==> src/rtl/axi4_lite_slave_regfile_if.sv <==
// rtl/axi4_lite_slave_regfile_if.sv - AXI4-Lite bus bundle with master/slave views
interface axi4_lite_slave_regfile_if #(
  parameter int ADDRESS_WIDTH = 32,
  parameter int DATA_WIDTH    = 32
);
  logic [ADDRESS_WIDTH-1:0]  S_AXI_AWADDR;
  logic                      S_AXI_AWVALID;
  logic                      S_AXI_AWREADY;
  logic [DATA_WIDTH-1:0]     S_AXI_WDATA;
  logic [DATA_WIDTH/8-1:0]   S_AXI_WSTRB;
  logic                      S_AXI_WVALID;
  logic                      S_AXI_WREADY;
  logic [1:0]                S_AXI_BRESP;
  logic                      S_AXI_BVALID;
  logic                      S_AXI_BREADY;
  logic [ADDRESS_WIDTH-1:0]  S_AXI_ARADDR;
  logic                      S_AXI_ARVALID;
  logic                      S_AXI_ARREADY;
  logic [DATA_WIDTH-1:0]     S_AXI_RDATA;
  logic [1:0]                S_AXI_RRESP;
  logic                      S_AXI_RVALID;
  logic                      S_AXI_RREADY;

  modport master (
    output S_AXI_AWADDR, S_AXI_AWVALID, input S_AXI_AWREADY,
    output S_AXI_WDATA, S_AXI_WSTRB, S_AXI_WVALID, input S_AXI_WREADY,
    input S_AXI_BRESP, S_AXI_BVALID, output S_AXI_BREADY,
    output S_AXI_ARADDR, S_AXI_ARVALID, input S_AXI_ARREADY,
    input S_AXI_RDATA, S_AXI_RRESP, S_AXI_RVALID, output S_AXI_RREADY
  );

  modport slave (
    input S_AXI_AWADDR, S_AXI_AWVALID, output S_AXI_AWREADY,
    input S_AXI_WDATA, S_AXI_WSTRB, S_AXI_WVALID, output S_AXI_WREADY,
    output S_AXI_BRESP, S_AXI_BVALID, input S_AXI_BREADY,
    input S_AXI_ARADDR, S_AXI_ARVALID, output S_AXI_ARREADY,
    output S_AXI_RDATA, S_AXI_RRESP, output S_AXI_RVALID, input S_AXI_RREADY
  );
endinterface

==> src/rtl/axi4_lite_slave_regfile.sv <==
// rtl/axi4_lite_slave_regfile.sv - AXI4-Lite slave word register file (optional byte strobes via AXI_SLV_WSTRB_EN)
module axi4_lite_slave_regfile #(
  parameter int ADDRESS_WIDTH = 32,
  parameter int DATA_WIDTH    = 32,
  parameter int NUM_REGS      = 16
) (
  input  logic                     ACLK,
  input  logic                     ARESET,
  axi4_lite_slave_regfile_if.slave s_axi
);

  localparam int STRB_W = DATA_WIDTH / 8;
  localparam int WORD_W = ADDRESS_WIDTH - 2;
  localparam int IDX_W  = (NUM_REGS > 1) ? $clog2(NUM_REGS) : 1;
  localparam logic [WORD_W-1:0] NUM_REGS_W = WORD_W'(NUM_REGS);
  localparam logic [1:0] RESP_OKAY   = 2'b00;
  localparam logic [1:0] RESP_SLVERR = 2'b10;

  typedef enum logic [1:0] {W_IDLE, W_WAIT_DATA, W_WAIT_ADDR, W_RESP} w_state_t;
  typedef enum logic {R_IDLE, R_DATA} r_state_t;

  w_state_t w_state, w_next;
  r_state_t r_state, r_next;

  logic [DATA_WIDTH-1:0] regs [NUM_REGS];

  logic              awready, wready, bvalid, arready, rvalid;
  logic              aw_hs, w_hs, ar_hs;
  logic [WORD_W-1:0] aw_word, ar_word, aw_word_q, commit_word;
  logic [DATA_WIDTH-1:0] wdata_q, commit_data, wr_word, rdata_q;
  logic [STRB_W-1:0] wstrb_q, commit_strb;
  logic [1:0]        bresp_q, rresp_q;
  logic              commit, commit_in_range, ar_in_range;
  logic [IDX_W-1:0]  commit_idx, ar_idx;

  assign aw_word = s_axi.S_AXI_AWADDR[ADDRESS_WIDTH-1:2];
  assign ar_word = s_axi.S_AXI_ARADDR[ADDRESS_WIDTH-1:2];
  assign aw_hs   = s_axi.S_AXI_AWVALID & awready;
  assign w_hs    = s_axi.S_AXI_WVALID & wready;
  assign ar_hs   = s_axi.S_AXI_ARVALID & arready;

  // The byte offset within a word is a don't-care, as are strobes when byte writes are off
  logic unused_bits;
  assign unused_bits = ^{s_axi.S_AXI_AWADDR[1:0], s_axi.S_AXI_ARADDR[1:0], commit_strb};

  // Second handshake of a write: whichever half arrives last closes the transaction
  assign commit = ((w_state == W_IDLE) && aw_hs && w_hs) ||
                  ((w_state == W_WAIT_DATA) && w_hs) ||
                  ((w_state == W_WAIT_ADDR) && aw_hs);
  assign commit_word     = (w_state == W_WAIT_DATA) ? aw_word_q : aw_word;
  assign commit_data     = (w_state == W_WAIT_ADDR) ? wdata_q : s_axi.S_AXI_WDATA;
  assign commit_strb     = (w_state == W_WAIT_ADDR) ? wstrb_q : s_axi.S_AXI_WSTRB;
  assign commit_in_range = commit_word < NUM_REGS_W;
  assign commit_idx      = commit_word[IDX_W-1:0];
  assign ar_in_range     = ar_word < NUM_REGS_W;
  assign ar_idx          = ar_word[IDX_W-1:0];

  // Write FSM state register
  always_ff @(posedge ACLK or posedge ARESET) begin
    if (ARESET) w_state <= W_IDLE;
    else        w_state <= w_next;
  end

  // Write FSM next-state: accept address and data in either order or together
  always_comb begin
    w_next = w_state;
    unique case (w_state)
      W_IDLE: begin
        if (aw_hs && w_hs) w_next = W_RESP;
        else if (aw_hs)    w_next = W_WAIT_DATA;
        else if (w_hs)     w_next = W_WAIT_ADDR;
      end
      W_WAIT_DATA: if (w_hs)  w_next = W_RESP;
      W_WAIT_ADDR: if (aw_hs) w_next = W_RESP;
      W_RESP:      if (s_axi.S_AXI_BREADY) w_next = W_IDLE;
      default:     w_next = W_IDLE;
    endcase
  end

  // Write FSM outputs; readies stay low while reset is held
  always_comb begin
    awready = 1'b0;
    wready  = 1'b0;
    bvalid  = 1'b0;
    unique case (w_state)
      W_IDLE:      begin awready = ~ARESET; wready = ~ARESET; end
      W_WAIT_DATA: wready  = ~ARESET;
      W_WAIT_ADDR: awready = ~ARESET;
      W_RESP:      bvalid  = 1'b1;
      default:     ;
    endcase
  end

  // Latch the early half of a split write and record the response at commit
  always_ff @(posedge ACLK or posedge ARESET) begin
    if (ARESET) begin
      aw_word_q <= '0;
      wdata_q   <= '0;
      wstrb_q   <= '0;
      bresp_q   <= RESP_OKAY;
    end else begin
      if ((w_state == W_IDLE) && aw_hs && !w_hs) aw_word_q <= aw_word;
      if ((w_state == W_IDLE) && w_hs && !aw_hs) begin
        wdata_q <= s_axi.S_AXI_WDATA;
        wstrb_q <= s_axi.S_AXI_WSTRB;
      end
      if (commit) bresp_q <= commit_in_range ? RESP_OKAY : RESP_SLVERR;
    end
  end

  // Word to store: either the full bus word or a byte-wise merge with the current contents
  always_comb begin
    wr_word = commit_data;
`ifdef AXI_SLV_WSTRB_EN
    wr_word = regs[commit_idx];
    for (int b = 0; b < STRB_W; b++) begin
      if (commit_strb[b]) wr_word[8*b +: 8] = commit_data[8*b +: 8];
    end
`endif
  end

  // Register array; out-of-range commits leave it untouched
  always_ff @(posedge ACLK or posedge ARESET) begin
    if (ARESET) begin
      for (int i = 0; i < NUM_REGS; i++) regs[i] <= '0;
    end else if (commit && commit_in_range) begin
      regs[commit_idx] <= wr_word;
    end
  end

  // Read FSM state register
  always_ff @(posedge ACLK or posedge ARESET) begin
    if (ARESET) r_state <= R_IDLE;
    else        r_state <= r_next;
  end

  // Read FSM next-state
  always_comb begin
    r_next = r_state;
    unique case (r_state)
      R_IDLE:  if (ar_hs) r_next = R_DATA;
      R_DATA:  if (s_axi.S_AXI_RREADY) r_next = R_IDLE;
      default: r_next = R_IDLE;
    endcase
  end

  // Read FSM outputs
  always_comb begin
    arready = (r_state == R_IDLE) & ~ARESET;
    rvalid  = (r_state == R_DATA);
  end

  // Read data captured at the AR handshake; a same-edge write is not yet visible
  always_ff @(posedge ACLK or posedge ARESET) begin
    if (ARESET) begin
      rdata_q <= '0;
      rresp_q <= RESP_OKAY;
    end else if (ar_hs) begin
      if (ar_in_range) begin
        rdata_q <= regs[ar_idx];
        rresp_q <= RESP_OKAY;
      end else begin
        rdata_q <= '0;
        rresp_q <= RESP_SLVERR;
      end
    end
  end

  assign s_axi.S_AXI_AWREADY = awready;
  assign s_axi.S_AXI_WREADY  = wready;
  assign s_axi.S_AXI_BVALID  = bvalid;
  assign s_axi.S_AXI_BRESP   = bresp_q;
  assign s_axi.S_AXI_ARREADY = arready;
  assign s_axi.S_AXI_RVALID  = rvalid;
  assign s_axi.S_AXI_RDATA   = rdata_q;
  assign s_axi.S_AXI_RRESP   = rresp_q;

endmodule

==> src/flat_wrapper.sv <==
// flat-port wrapper written by rule: the top's interface ports become plain ports
module axi4_lite_slave_regfile_flat 
#(
  parameter int ADDRESS_WIDTH = 32,
  parameter int DATA_WIDTH    = 32,
  parameter int NUM_REGS      = 16
)
  (ACLK, ARESET, s_axi_S_AXI_AWADDR, s_axi_S_AXI_AWVALID, s_axi_S_AXI_AWREADY, s_axi_S_AXI_WDATA, s_axi_S_AXI_WSTRB, s_axi_S_AXI_WVALID, s_axi_S_AXI_WREADY, s_axi_S_AXI_BRESP, s_axi_S_AXI_BVALID, s_axi_S_AXI_BREADY, s_axi_S_AXI_ARADDR, s_axi_S_AXI_ARVALID, s_axi_S_AXI_ARREADY, s_axi_S_AXI_RDATA, s_axi_S_AXI_RRESP, s_axi_S_AXI_RVALID, s_axi_S_AXI_RREADY);
  axi4_lite_slave_regfile_if #(.ADDRESS_WIDTH(ADDRESS_WIDTH), .DATA_WIDTH(DATA_WIDTH)) s_axi_i ();
  input  logic ACLK;
  input  logic ARESET;
  input wire logic [$bits(s_axi_i.S_AXI_AWADDR)-1:0] s_axi_S_AXI_AWADDR;
  input wire logic [$bits(s_axi_i.S_AXI_AWVALID)-1:0] s_axi_S_AXI_AWVALID;
  output wire logic [$bits(s_axi_i.S_AXI_AWREADY)-1:0] s_axi_S_AXI_AWREADY;
  input wire logic [$bits(s_axi_i.S_AXI_WDATA)-1:0] s_axi_S_AXI_WDATA;
  input wire logic [$bits(s_axi_i.S_AXI_WSTRB)-1:0] s_axi_S_AXI_WSTRB;
  input wire logic [$bits(s_axi_i.S_AXI_WVALID)-1:0] s_axi_S_AXI_WVALID;
  output wire logic [$bits(s_axi_i.S_AXI_WREADY)-1:0] s_axi_S_AXI_WREADY;
  output wire logic [$bits(s_axi_i.S_AXI_BRESP)-1:0] s_axi_S_AXI_BRESP;
  output wire logic [$bits(s_axi_i.S_AXI_BVALID)-1:0] s_axi_S_AXI_BVALID;
  input wire logic [$bits(s_axi_i.S_AXI_BREADY)-1:0] s_axi_S_AXI_BREADY;
  input wire logic [$bits(s_axi_i.S_AXI_ARADDR)-1:0] s_axi_S_AXI_ARADDR;
  input wire logic [$bits(s_axi_i.S_AXI_ARVALID)-1:0] s_axi_S_AXI_ARVALID;
  output wire logic [$bits(s_axi_i.S_AXI_ARREADY)-1:0] s_axi_S_AXI_ARREADY;
  output wire logic [$bits(s_axi_i.S_AXI_RDATA)-1:0] s_axi_S_AXI_RDATA;
  output wire logic [$bits(s_axi_i.S_AXI_RRESP)-1:0] s_axi_S_AXI_RRESP;
  output wire logic [$bits(s_axi_i.S_AXI_RVALID)-1:0] s_axi_S_AXI_RVALID;
  input wire logic [$bits(s_axi_i.S_AXI_RREADY)-1:0] s_axi_S_AXI_RREADY;
  assign s_axi_i.S_AXI_AWADDR = s_axi_S_AXI_AWADDR;
  assign s_axi_i.S_AXI_AWVALID = s_axi_S_AXI_AWVALID;
  assign s_axi_S_AXI_AWREADY = s_axi_i.S_AXI_AWREADY;
  assign s_axi_i.S_AXI_WDATA = s_axi_S_AXI_WDATA;
  assign s_axi_i.S_AXI_WSTRB = s_axi_S_AXI_WSTRB;
  assign s_axi_i.S_AXI_WVALID = s_axi_S_AXI_WVALID;
  assign s_axi_S_AXI_WREADY = s_axi_i.S_AXI_WREADY;
  assign s_axi_S_AXI_BRESP = s_axi_i.S_AXI_BRESP;
  assign s_axi_S_AXI_BVALID = s_axi_i.S_AXI_BVALID;
  assign s_axi_i.S_AXI_BREADY = s_axi_S_AXI_BREADY;
  assign s_axi_i.S_AXI_ARADDR = s_axi_S_AXI_ARADDR;
  assign s_axi_i.S_AXI_ARVALID = s_axi_S_AXI_ARVALID;
  assign s_axi_S_AXI_ARREADY = s_axi_i.S_AXI_ARREADY;
  assign s_axi_S_AXI_RDATA = s_axi_i.S_AXI_RDATA;
  assign s_axi_S_AXI_RRESP = s_axi_i.S_AXI_RRESP;
  assign s_axi_S_AXI_RVALID = s_axi_i.S_AXI_RVALID;
  assign s_axi_i.S_AXI_RREADY = s_axi_S_AXI_RREADY;
  axi4_lite_slave_regfile #(.ADDRESS_WIDTH(ADDRESS_WIDTH), .DATA_WIDTH(DATA_WIDTH), .NUM_REGS(NUM_REGS)) u_core (.ACLK(ACLK), .ARESET(ARESET), .s_axi(s_axi_i));
endmodule
==> config.mk <==
export PLATFORM = sky130hd
export DESIGN_NAME = axi4_lite_slave_regfile_flat
export DESIGN_NICKNAME = d
export VERILOG_FILES = /design/src/rtl/axi4_lite_slave_regfile_if.sv /design/src/rtl/axi4_lite_slave_regfile.sv /design/src/flat_wrapper.sv
export SDC_FILE = /design/constraint.sdc
export NUM_CORES = 1
export LEC_CHECK = 0
export ABC_AREA = 0
export CORE_ASPECT_RATIO = 0.75
export CORE_MARGIN = 4
export CORE_UTILIZATION = 60
export CTS_CLUSTER_DIAMETER = 100
export CTS_CLUSTER_SIZE = 8
export DETAILED_ROUTE_END_ITERATION = 7
export GPL_ROUTABILITY_DRIVEN = 0
export PLACE_DENSITY = 0.8
export RECOVER_POWER = 100
export SLEW_MARGIN = 20
export SYNTH_ARGS = -nofsm -noshare
export SYNTH_HDL_FRONTEND = slang
export SYNTH_SLANG_ARGS = --single-unit
export TNS_END_PERCENT = 5
==> constraint.sdc <==
create_clock -name ACLK -period 63.4 [get_ports ACLK]
set_input_delay 19.02 -clock ACLK [delete_from_list [all_inputs] [get_ports ACLK]]
set_output_delay 19.02 -clock ACLK [all_outputs]
set_load 0.01 [all_outputs]
# Yosys cells after proc, flatten, opt, wreduce, memory -nomap -nowiden
# Index checks and enable logic that the tools add are counted.
[word_totals] ff_bits=613 in_bits=107 word_cells=85
[classes] magnitude_cmp=5 eq_ne=7 n_mux=24 n_bitwise=8 reduce_logical=18
[op_table] operator="$bwmux W512" n=1
[op_table] operator="$mux W32" n=5
[op_table] operator="$bmux W32 S4" n=1
[op_table] operator="$demux W32 S4" n=1
[op_table] operator="$lt A30 B5 Y1 const B" n=2
[op_table] operator="$mux W30" n=1
[op_table] operator="$mux W2" n=8
[op_table] operator="$ge A5 B5 Y1 const B" n=2
[op_table] operator="$logic_and A1 B1 Y1" n=10
[op_table] operator="$not A4 Y5" n=2
[op_table] operator="$pmux W2 S4" n=1
[op_table] operator="$lt A5 B1 Y1 const B" n=1
[op_table] operator="$mux W1" n=5
[op_table] operator="$and A1 B1 Y1" n=4
[op_table] operator="$eq A2 B2 Y1 const B" n=2
[op_table] operator="$ne A2 B1 Y1 const B" n=2
[op_table] operator="$ne A4 B1 Y1 const B" n=1
[op_table] operator="$reduce_and A4 Y1" n=1
[op_table] operator="$reduce_or A2 Y1" n=2
[op_table] operator="$eq A2 B1 Y1 const B" n=1
[op_table] operator="$logic_not A1 Y1" n=2
[op_table] operator="$logic_not A2 Y1" n=1
[op_table] operator="$logic_or A1 B1 Y1" n=2
[op_table] operator="$ne A2 B2 Y1 const B" n=1
[op_table] operator="2 further kinds" n=3

# Longest topological paths before layout
[logic_depth] depth_word=9 mapped_depth=10 ltp_nobuf=7

# Worst setup path after synthesis
# No wires, ideal clock.
[synth_timing] path_type="in2out" from="input port ARESET" to="output port s_axi_S_AXI_ARREADY" arrival_time_ns=19.220 t_required_ns=44.380 setup_slack_ns=25.160 cell_stages=1 path_buffers=0 path_cell_list="nor2_1"
[synth_between] elab_chain_cells=2
[synth_rtl] element="start, declared" line_no="flat_wrapper.sv:11" rtl="input logic ARESET;"
[synth_rtl] element="$not A1 Y1" line_no="axi4_lite_slave_regfile.sv:149" rtl="arready = (r_state == R_IDLE) & ~ARESET;"
[synth_rtl] element="$and A1 B1 Y1" line_no="axi4_lite_slave_regfile.sv:149"
[synth_rtl] element="end, declared" line_no="flat_wrapper.sv:24" rtl="output wire logic [$bits(s_axi_i.S_AXI_ARREADY)-1:0] s_axi_S_AXI_ARREADY;"
# Every way passes these cells.

# Worst setup path in the final report
# Ends and elaborated chain as after synthesis.

==> impl_metrics.toml <==
[clock_tree]
clk_latency_ps = 600
cts_hold_buf = 0
numCtsBuffers = 86
htreeDepth = 3
clock_path_buffers = 3
cts.sinks = 611
tritoncts = "yes"
cts_setup_buffers = 0
root_buffer = "clkbuf_16"
cts.clk_slew.worst_paths_ps = 50
ctsResizeCount = 0

[route]
route.detailed.drc = 0
drt_wl_total_um = 65200
ant_nets = 0
first_pass_iters = 5
vias = 16000
first_iter_violations = 1174
via_per_inst = 6.51
wire_per_inst_um = 26.6

[timing]
timing.final.crit_share = 0.625
period_needed_ps = 39600
rsz0062_at_grt = "no"
worst_slack_ps = 23800
tns_ps = 0
drv_slew = 1182
finalHoldViolCount = 0
worst-slew-pin-transition_ps = 5800
fmaxAchievable_ghz = 0.0253
slew_headroom = -2.87
setup_viol = 0
clock_skew_ps = 13.4

[setup_path]
cp_slowest_cell = "dlygate4sd3_1"
path_class = "input pin to primary output"
worst_path_dominant_cell_family = "buffers and inverters"
timing.rr.end = "u_core.regs[180]$_DFFE_PP0P_"
critPathRequiredTime_ps = 44380
crit_buf_inv = 2
worstPathArrival_ps = 20580
end_kind = "primary output"
reg2reg_depth = 9
reg2reg_from = "u_core.w_state[1]$_DFFE_PP0P_"
r2r_slack_ps = 57740
crit_chain = "dlygate4sd3_1, nor2_1, dlygate4sd3_1"
critPathMaxFanout = 7
start_kind = "input pin"
cpMostUsedCell = "dlygate4sd3_1"
max_stage_delay_ps = 800

[finish]
areaGrowthSynthToFinish_pct = 14.2
diodes = 0
fin_nets = 1973
layout-drive-gt1-share = 0.435

[synth]
syn_area_per_cell_um2 = 15.8
synth_top_cell_by_area = "dfrtp_1"
yosys_warnings = 0
synthCells = 1746
synthTopCellsByCount = "dfrtp_1 (611), mux2_2 (568), mux4_2 (128)"
synthFlopType = "dfrtp_1"
synth_edf_count = 0
seq_area_frac_synth = 0.556
ys_top_cells_by_area = "dfrtp_1 (56%), mux2_2 (23%), mux4_2 (10%)"
async_flop_share = 1.00
ys_ff_latch = 611
synth_top_area_frac = 0.556
syn_area_um2 = 27500
post-synth-top-count-cell = "dfrtp_1"
synth_cell_types = 38

[run_status]
violations = "capacitance limit, slew limit"
status = "finished with violations"

[power_and_ir_drop]
leakagePower_uw = 0.0148
p_per_area_nw_per_um2 = 30.4
vdd_drop_max_v = 0.0000201

[floorplanning]
die_x_um = 255
coreArea_um2 = 45000
die_area_um2 = 49400
io_pins = 148
start_util = 0.611
num_rows = 67
die_y_um = 193

[grt]
grt_pass1_wl_um = 103000
grt_pass1_vias = 17400
antenna_found_initial = 0
grtUsageTotal = 0.270
grt-ovfl-total = 0
grt_max_degree = 195

[hold_path]
min_from = "u_core.regs[322]$_DFFE_PP0P_"
hold_path_end = "u_core.regs[322]$_DFFE_PP0P_"
hold_path.class = "register to register"
holdPathStages = 1

[placement]
dp_slack_ps = 23790
dpl.hpwl_um = 35200
port_buffers = 137

[job]
maxCapViolCount = 27
## worst max path at each step
stage,startpoint,endpoint,cells after the start
global route,ARESET,s_axi_S_AXI_ARREADY,3
floorplan,ARESET,s_axi_S_AXI_ARREADY,1
detailed placement,ARESET,s_axi_S_AXI_ARREADY,3
global placement,ARESET,s_axi_S_AXI_ARREADY,3
finish,ARESET,s_axi_S_AXI_ARREADY,3
CTS,ARESET,s_axi_S_AXI_ARREADY,3
## layout by cell type (no fill, tap or decap), types with 4 or more instances in the layout
cell	Yosys	routed
a211oi_4	9	11
a22oi_1	65	65
nand3_1	18	18
nand2_1	38	38
o22ai_1	4	4
mux2_1	36	45
o21ai_0	5	5
clkbuf_16	0	89
a21oi_1	5	4
clkdlybuf4s50_1	0	94
dlygate4sd3_1	0	41
mux4_2	128	128
nand2b_1	4	4
a22o_1	32	32
nor4_1	14	13
o32ai_1	4	4
mux2_2	568	559
nor2_1	9	8
buf_4	21	9
clkbuf_1	77	31
inv_1	11	10
dfrtp_1	611	611
a211oi_1	0	5
## power by group
group	switching (uW)	total, uW	internal (uW)
combinational	84.5	132	47.4
sequential	11.3	423	412
clock	156	401	245
total	251	956	704
## through the flow
step / utilization / cells / hold slack, ps / area [um2] / total power (uW)
after floorplan: - / 1747 / 452 / 27500 / 519
after global placement: 0.651 / 2359 / 462 / 29300 / 552
after detailed placement: 0.651 / 2359 / 469 / 29300 / 560
after CTS: 0.702 / 2452 / 479 / 31600 / 962
after global routing: 0.698 / 2453 / 498 / 31400 / 994
final: 0.698 / 2453 / 477 / 31400 / 956
## registers in the layout (all words and copies together) (netlist names)
name,count
u_core.regs,512
u_core.wdata_q,32
u_core.s_axi.S_AXI_RDATA,32
u_core.s_axi.S_AXI_RVALID,1
u_core.aw_word_q,30
u_core.s_axi.S_AXI_RRESP,1
u_core.w_state,2
u_core.s_axi.S_AXI_BRESP,1
## metal layers
layer  track usage  vias up  share of wire
li1              -     6752              -
met4        0.0816        0          0.027
met2         0.432      463           0.49
met5             0        -              0
met3        0.0498      131          0.052
met1         0.384     8635           0.43
## final cells by class
type                    instances  area, um2
inverters                      11       42.5
multi-input cells             975      11500
fillers                      2847      13600
repair buffers                177       1560
clock buffers                  89       2230
clock inverters                 4       45.0
well taps                     586        733
flip-flops and latches        611      15300
## kinds of logic after synthesis
| family | Yosys count | synth area share |
|---|---|---|
| AOI/OAI and AO/OA | 135 | 0.0427 |
| other | 1 | 0.000136 |
| adders and majority gates | 4 | 0.00182 |
| DFF | 611 | 0.556 |
| and+or+nand+nor | 100 | 0.0181 |
| muxes | 734 | 0.353 |
| buffers and inverters | 161 | 0.0286 |
Power figures use the tool's default switching activity.
